===== config.mk =====
export PLATFORM = sky130hd
export DESIGN_NAME = fetch_decode_reg
export DESIGN_NICKNAME = d
export VERILOG_FILES = /design/src/rtl/fetch_decode_reg.sv
export SDC_FILE = /design/constraint.sdc
export NUM_CORES = 1
export LEC_CHECK = 0
export ABC_AREA = 1
export BUFFER_PORTS_ARGS = -buffer_cell sky130_fd_sc_hd__buf_2
export CAP_MARGIN = 20
export CORE_MARGIN = 1
export CORE_UTILIZATION = 50
export CTS_CLUSTER_DIAMETER = 50
export CTS_CLUSTER_SIZE = 25
export DETAILED_ROUTE_END_ITERATION = 10
export PLACE_DENSITY = 0.86
export SLEW_MARGIN = 40
export SYNTH_ARGS = -nofsm -noshare
export SYNTH_HDL_FRONTEND = slang
export SYNTH_SLANG_ARGS = --single-unit

===== constraint.sdc =====
create_clock -name clk -period 1.9 [get_ports clk]
set_input_delay 0.19 -clock clk [delete_from_list [all_inputs] [get_ports clk]]
set_output_delay 0.19 -clock clk [all_outputs]
set_load 0.05 [all_outputs]

===== src/rtl/fetch_decode_reg.sv =====
// Fetch/Decode pipeline register: pairs an immediate-flagged opcode with its
// following word, inserts a bubble meanwhile, and defers interrupts to instruction boundaries.
module fetch_decode_reg #(
  parameter int                WORD_W       = 16,
  parameter int                PC_W         = 32,
  parameter int                IMM_FLAG_BIT = 0,
  parameter logic [WORD_W-1:0] NOP_WORD     = '0
) (
  input  logic              clk,
  input  logic              rst,
  input  logic              stall,
  input  logic              flush,
  input  logic              fetchValid,
  input  logic [WORD_W-1:0] instrIn,
  input  logic [PC_W-1:0]   pcIn,
  input  logic [PC_W-1:0]   nextPcIn,
  input  logic              intIn,
  output logic [WORD_W-1:0] instrOut,
  output logic [WORD_W-1:0] immOut,
  output logic [PC_W-1:0]   pcOut,
  output logic [PC_W-1:0]   nextPcOut,
  output logic              validOut,
  output logic              hasImm,
  output logic              intTake
);

  typedef enum logic {OP, IMM} state_t;

  state_t            state, state_d;
  logic [WORD_W-1:0] held_op, held_op_d;
  logic [PC_W-1:0]   held_pc, held_pc_d;
  logic              int_pending, int_pending_d;

  logic [WORD_W-1:0] instr_d, imm_d;
  logic [PC_W-1:0]   pc_d, next_pc_d;
  logic              valid_d, has_imm_d, take_d;

  always_ff @(posedge clk or negedge rst) begin
    if (!rst) state <= OP;
    else      state <= state_d;
  end

  always_comb begin
    state_d       = state;
    held_op_d     = held_op;
    held_pc_d     = held_pc;
    int_pending_d = int_pending | intIn;
    instr_d       = instrOut;
    imm_d         = immOut;
    pc_d          = pcOut;
    next_pc_d     = nextPcOut;
    valid_d       = validOut;
    has_imm_d     = hasImm;
    take_d        = 1'b0;

    if (flush) begin
      state_d   = OP;
      instr_d   = NOP_WORD;
      imm_d     = '0;
      valid_d   = 1'b0;
      has_imm_d = 1'b0;
    end else if (!stall) begin
      // Interrupts are only taken between instructions, never mid-pair.
      if (state == OP && int_pending) begin
        take_d        = 1'b1;
        int_pending_d = intIn;
      end
      instr_d   = NOP_WORD;
      imm_d     = '0;
      valid_d   = 1'b0;
      has_imm_d = 1'b0;
      if (fetchValid) begin
        case (state)
          OP: begin
            if (instrIn[IMM_FLAG_BIT]) begin
              held_op_d = instrIn;
              held_pc_d = pcIn;
              state_d   = IMM;
            end else begin
              instr_d   = instrIn;
              pc_d      = pcIn;
              next_pc_d = nextPcIn;
              valid_d   = 1'b1;
            end
          end
          IMM: begin
            instr_d   = held_op;
            imm_d     = instrIn;
            pc_d      = held_pc;
            next_pc_d = nextPcIn;
            valid_d   = 1'b1;
            has_imm_d = 1'b1;
            state_d   = OP;
          end
          default: state_d = OP;
        endcase
      end
    end
  end

  always_ff @(posedge clk or negedge rst) begin
    if (!rst) begin
      held_op     <= '0;
      held_pc     <= '0;
      int_pending <= 1'b0;
      instrOut    <= NOP_WORD;
      immOut      <= '0;
      pcOut       <= '0;
      nextPcOut   <= '0;
      validOut    <= 1'b0;
      hasImm      <= 1'b0;
      intTake     <= 1'b0;
    end else begin
      held_op     <= held_op_d;
      held_pc     <= held_pc_d;
      int_pending <= int_pending_d;
      instrOut    <= instr_d;
      immOut      <= imm_d;
      pcOut       <= pc_d;
      nextPcOut   <= next_pc_d;
      validOut    <= valid_d;
      hasImm      <= has_imm_d;
      intTake     <= take_d;
    end
  end

endmodule


== Word level (Yosys, flattened, before mapping) ==
Index checks and enable logic that the tools add are counted.
Cells by class
  equality and inequality tests: 2
  order comparisons: 0
  shift-type cells: 0
  reductions and logical operators: 5
  bitwise operators: 4
  add/subtract/negate cells: 0
  multipliers: 0
  divide/modulo/power cells: 0
  muxes and demuxes: 33
Operators by type and width (count)
  16-bit two-way mux: 8
  32-bit one-hot mux with 2 select lines: 2
  32-bit two-way mux: 2
  16-bit one-hot mux with 2 select lines: 1
  1-bit two-way mux: 18
  5-bit AND reduction: 1
  1-bit one-hot mux with 2 select lines: 2
  4-bit AND reduction: 1
  1-bit NOT: 3
  2-bit by 1-bit != test with 1-bit output, second input constant: 1
  2-bit != test, second input constant: 1
  2-bit AND reduction: 1
  2-bit nonzero test: 1
  1-bit logical AND: 1
  1-bit bitwise OR: 1
Storage, ports and cells
  bits in writable memories: 0
  bits in read-only memories: 0
  register bits after elaboration: 149
  output and inout bits: 99
  bits in latches: 0
  memories kept: 0
  input port bits: 86

== Depth between registers and ports, before layout ==
  depth after elaboration: 5
  gate-level depth with buffers: 8

== Worst setup path after synthesis ==
OpenSTA, ideal clock, no wires.
  kind: register -> register
  from: register state
  to: register held_op[10]
  path buffers: 3
  slack: 0.650 ns
  arrival time: 1.133 ns
  required time: 1.783 ns
  cell stages (with the launch flop): 8
  path through: dfrtp_1 > buf_2 > nor2_2 > nand3_2 > buf_2 > buf_2 > nand2_1 > nand2_1
Between the ends
  cells in the longest elaborated chain, start to end: 2
Ends and longest elaborated chain
  start: declaration: RTL line 29  | state_t state, state_d;
  start signal: assignment: RTL line 40  | else state <= state_d;
  1-bit NOT (no line)
  5-bit AND reduction (no line)
  end signal: assignment: RTL line 114  | held_op <= held_op_d;
  end: declaration: RTL line 30  | logic [WORD_W-1:0] held_op, held_op_d;
Every way passes these cells.
A chain may end at the register's enable or synchronous reset.

== Final worst setup path ==
  from: register state
  to: register held_op[5]
Same word-level chain as after synthesis.

==> results.txt <==
* Run status: finished clean
- In this run the power density over the cells is around 1200 nW/um^2.
- Number of I/O pins: 185
- The first TritonRoute pass finished after 5 iterations.
- Net switching power: roughly 3300 uW
- Internal power comes to around 6600 uW.
- Peak supply drop: ~0.73 mV
- For this run, the leading register cell type out of synthesis is dfrtp_1.
* Number of clock sinks: roughly 150
- From bottom edge to top edge, the die measures roughly 120 um.
* Via count: between 6,000 and 7,000
- Dividing the final minimum period by the clock period gives roughly 77%.
* Yosys warning count: 0
- Final cell count without fillers: approximately 1,200
- Library cells used by synthesis: 16
- Overall overflow remaining after global route: 0
- Net count of the mapped netlist: between 800 and 900
- RSZ-0062 raised after global routing: no
* Power Total: between 9000 and 10,000 uW
- The number of cells on the worst reg-to-reg path is 6.
- Each instance of the synthesized netlist takes up on average around 8 um^2.
- Hold WS: around 0.037 ns
- STA classifies the critical path startpoint as a register.
* Area delta synth->final: 26.7%
- Pins Over Slew Limit: 0
* Via-per-instance ratio: 5.30
* HPWL after detailed placement: around 10 mm
* Total length of routed wires: around 17 mm
* Met1 wire length: around 7.4 mm
- Most frequent cell on the critical path: nand2_1
- Sequential area share after synthesis: between 50% and 60%
* Critical path peak fanout: 68
- Cell count after placement: approximately 1,100
- TritonCTS built the clock tree.
- For this design, the CTS-stage hold fixing added 2 buffers.
- Pre-CTS WS: between 0.3 and 0.4 ns
* Antenna diode count: 0
- The cell family contributing the most delay on the critical path is buffers and inverters.
* Fraction of final layout cells with drive strength greater than 1: approximately a quarter
- For flop-to-flop paths, the worst setup slack is 0.43 ns.
- Most common cell in the netlist: nand2_1
- Buffers inserted during clock tree synthesis total 17.
- The synthesized design contains 149 register bits.
- Summed negative setup slack over all endpoints: 0 ns
* DR WL/cell: roughly 15 um
- Counting both buffers and inverters, the worst setup path holds a total of 2.
* Worst-case hold path end point: immOut[2]
- Number of filler instances in the final layout: around 1,100
- Starting density of the core: approximately half
- After detailed routing, the number of remaining DRC violations is 0.
* Die outline width: between 100 and 150 um
* Reg-to-reg startpoint: state
- At the worst endpoint, the required time is approximately 2.2 ns.
- Wire length on met2: 7.95 mm
* Count of input and output buffers: roughly 180
- Data arrival, critical path: roughly 1.8 ns
* Instance count along the most critical hold path: 3
- Number of antenna violations at the first check in global routing: 0
- The slowest stage of the critical path belongs to the cell dfrtp_2.
* Worst-Margin Slew: between 0.6 and 0.7 ns
* CORE AREA: ~13,000 um^2
- In this run the critical register-to-register path is captured at held_op[5].
- The detailed router finished its first iteration with around 390 violations.
- Topmost layer with routed signal wires: met4
* Standby leakage power: 0.00483 uW
* CTS Buffer Depth: 2
* Global Route Usage Sum: between 20% and 30%
* Setup-violating endpoint count in the final report: 0
- By count the netlist is led by 452 x nand2_1, 149 x dfrtp_1, 79 x nand4_1.
* Count of cells resized by post-cts repair: 0
* Core Rows: 41
* Setup bufs post-CTS: 0
* Die area: around 14,000 um^2
- Final period demand of the worst path: 1.47 ns
- Wire segments on met3 add up to 1.41 mm in the final route.
- Combinational fraction of design power: 23.5%
- Slew HR: 54.9%
- Via count of the first global-routing pass: 5,558
- By area the synthesized netlist is led by dfrtp_1 57%, nand2_1 26%, nand4_1 7.6%, nand3_1 3.8%, buf_2 2.2%.
* DRT antenna net count: 0
* Clock network fraction of total power: between 30% and 40%
- In the final design database the tool counted roughly 1,100 nets.
- Kind of critical path: reg2reg
- Registers are responsible for between 30% and 40% of the overall power.
- F_max: just under 700 MHz
- Max-cap violation count: 0
* Origin of the worst min-delay path: instrIn[2]
- After synthesis, the share of flip-flops with an asynchronous set or reset is 100%.
- Largest net degree at the start of global routing: 82
- After clock tree synthesis, the clock-pin slew on the worst setup and hold paths is 0.06 ns.
* Post-synth top area cell: dfrtp_1
- Fin worst setup slack: around 0.43 ns
- Routability-driven placement congestion ratio: ~0.76
- At the later pin of the worst-skew pair, clock insertion delay measures a little over 0.4 ns.
* Share of Yosys cell area claimed by the top area cell type: around 57%
- In this design, the stage delay of the slowest critical-path cell is ~0.43 ns.
- Fraction of power spent switching nets: ~33%
- In this run the number of H-tree levels came out at 4.
- Number of enable flip-flop cells after synthesis: 0
* Gate count of the mapped netlist: slightly above 800
* Netlist Area Pre-Place: 6550 um^2
* Hold crit path type: in2reg
- CP Cell Sequence: buf_12 -> nor2_4 -> nand3_2 -> buf_4 -> nand2_1 -> nand2_1
* Endpoint type of the worst setup path: register
* Global-route wire length before repair: 27.1 mm
* Worst setup skew after layout: about 0.0046 ns
* Number of endpoints with negative hold slack in the final report: 0
- Clock root buffer: clkbuf_16
-- metrics by stage --
stage	util, %	cell area, um^2
CTS	65.4	8290
floorplan	-	6550
global placement	60.2	7630
finish	65.4	8290
global route	65.4	8290
detailed placement	60.2	7630
-- routing by layer --
layer  vias to the layer above  GRT usage, %
li1                       2920             -
met1                      2873          33.9
met2                       285          41.9
met3                        28          6.33
met4                         0          9.74
met5                         -             0
-- final cells by class --
class | count | area [um^2] | area share, %
sequential | 149 | 3730 | 45.0
multi-input combinational | 590 | 2520 | 30.4
timing repair buffer | 204 | 1170 | 14.1
clock buffer | 21 | 460 | 5.55
tap | 172 | 215 | 2.60
clock inverter | 10 | 178 | 2.14
inverter | 5 | 18.8 | 0.226
-- worst max path at each step --
stage | startpoint | to | slack [ns] | cells after the start
after floorplan | state | held_op[10] | 0.65 | 7
after global placement | flush | held_pc[9] | 0.44 | 7
after detailed placement | flush | held_pc[30] | 0.39 | 7
after CTS | state | held_op[5] | 0.43 | 6
after global routing | state | nextPcOut[0] | 0.31 | 5
final | state | held_op[5] | 0.43 | 6
-- sequential cells by signal, summed over array words and instances, names as in the netlist --
signal and flops:
hasImm 1, held_op 16, held_pc 32, immOut 16, instrOut 16, intTake 1, int_pending 1, nextPcOut 32
pcOut 32, state 1, validOut 1
-- cells by family after synthesis --
family          after synthesis  share of synthesized area [%]
flops                       149                           57.0
compound gates                2                          0.191
buf+inv                      68                           4.86
simple gates                588                           38.0
-- tightest hold or removal path: cells and delay by family --
kind          cells  cell delay (ns)
simple gates      2             0.12
buf+inv           1             0.10
-- power groups by stage --
stage | Sequential, uW | Clock [uW] | Combinational (uW)
after global routing | 3980 | 3830 | 2510
after CTS | 3920 | 3670 | 2330
after detailed placement | 3960 | 0 | 2320
final | 3920 | 3620 | 2320
after floorplan | 4970 | 0 | 617
after global placement | 3950 | 0 | 2280
-- cell usage in the layout (no fill, tap or decap) --
cell,Yosys,final
clkbuf_1,20,2
inv_1,4,4
dfrtp_1,149,148
nand2_2,0,1
nand2_1,452,451
buf_4,7,11
a21o_1,1,1
bufinv_16,0,5
inv_2,1,1
nand3_2,1,2
clkinvlp_4,0,1
nor2_4,1,3
buf_6,0,1
buf_2,29,183
nand3_1,50,49
buf_12,0,7
nand4_1,79,79
clkbuf_16,0,17
dlygate4sd3_1,0,2
nor2_1,3,2
o21ai_1,1,1
clkinv_2,0,4
clkbuf_8,0,2
dfrtp_2,0,1
nor2_2,2,1
Note: power is estimated with default switching activity, not from simulation.
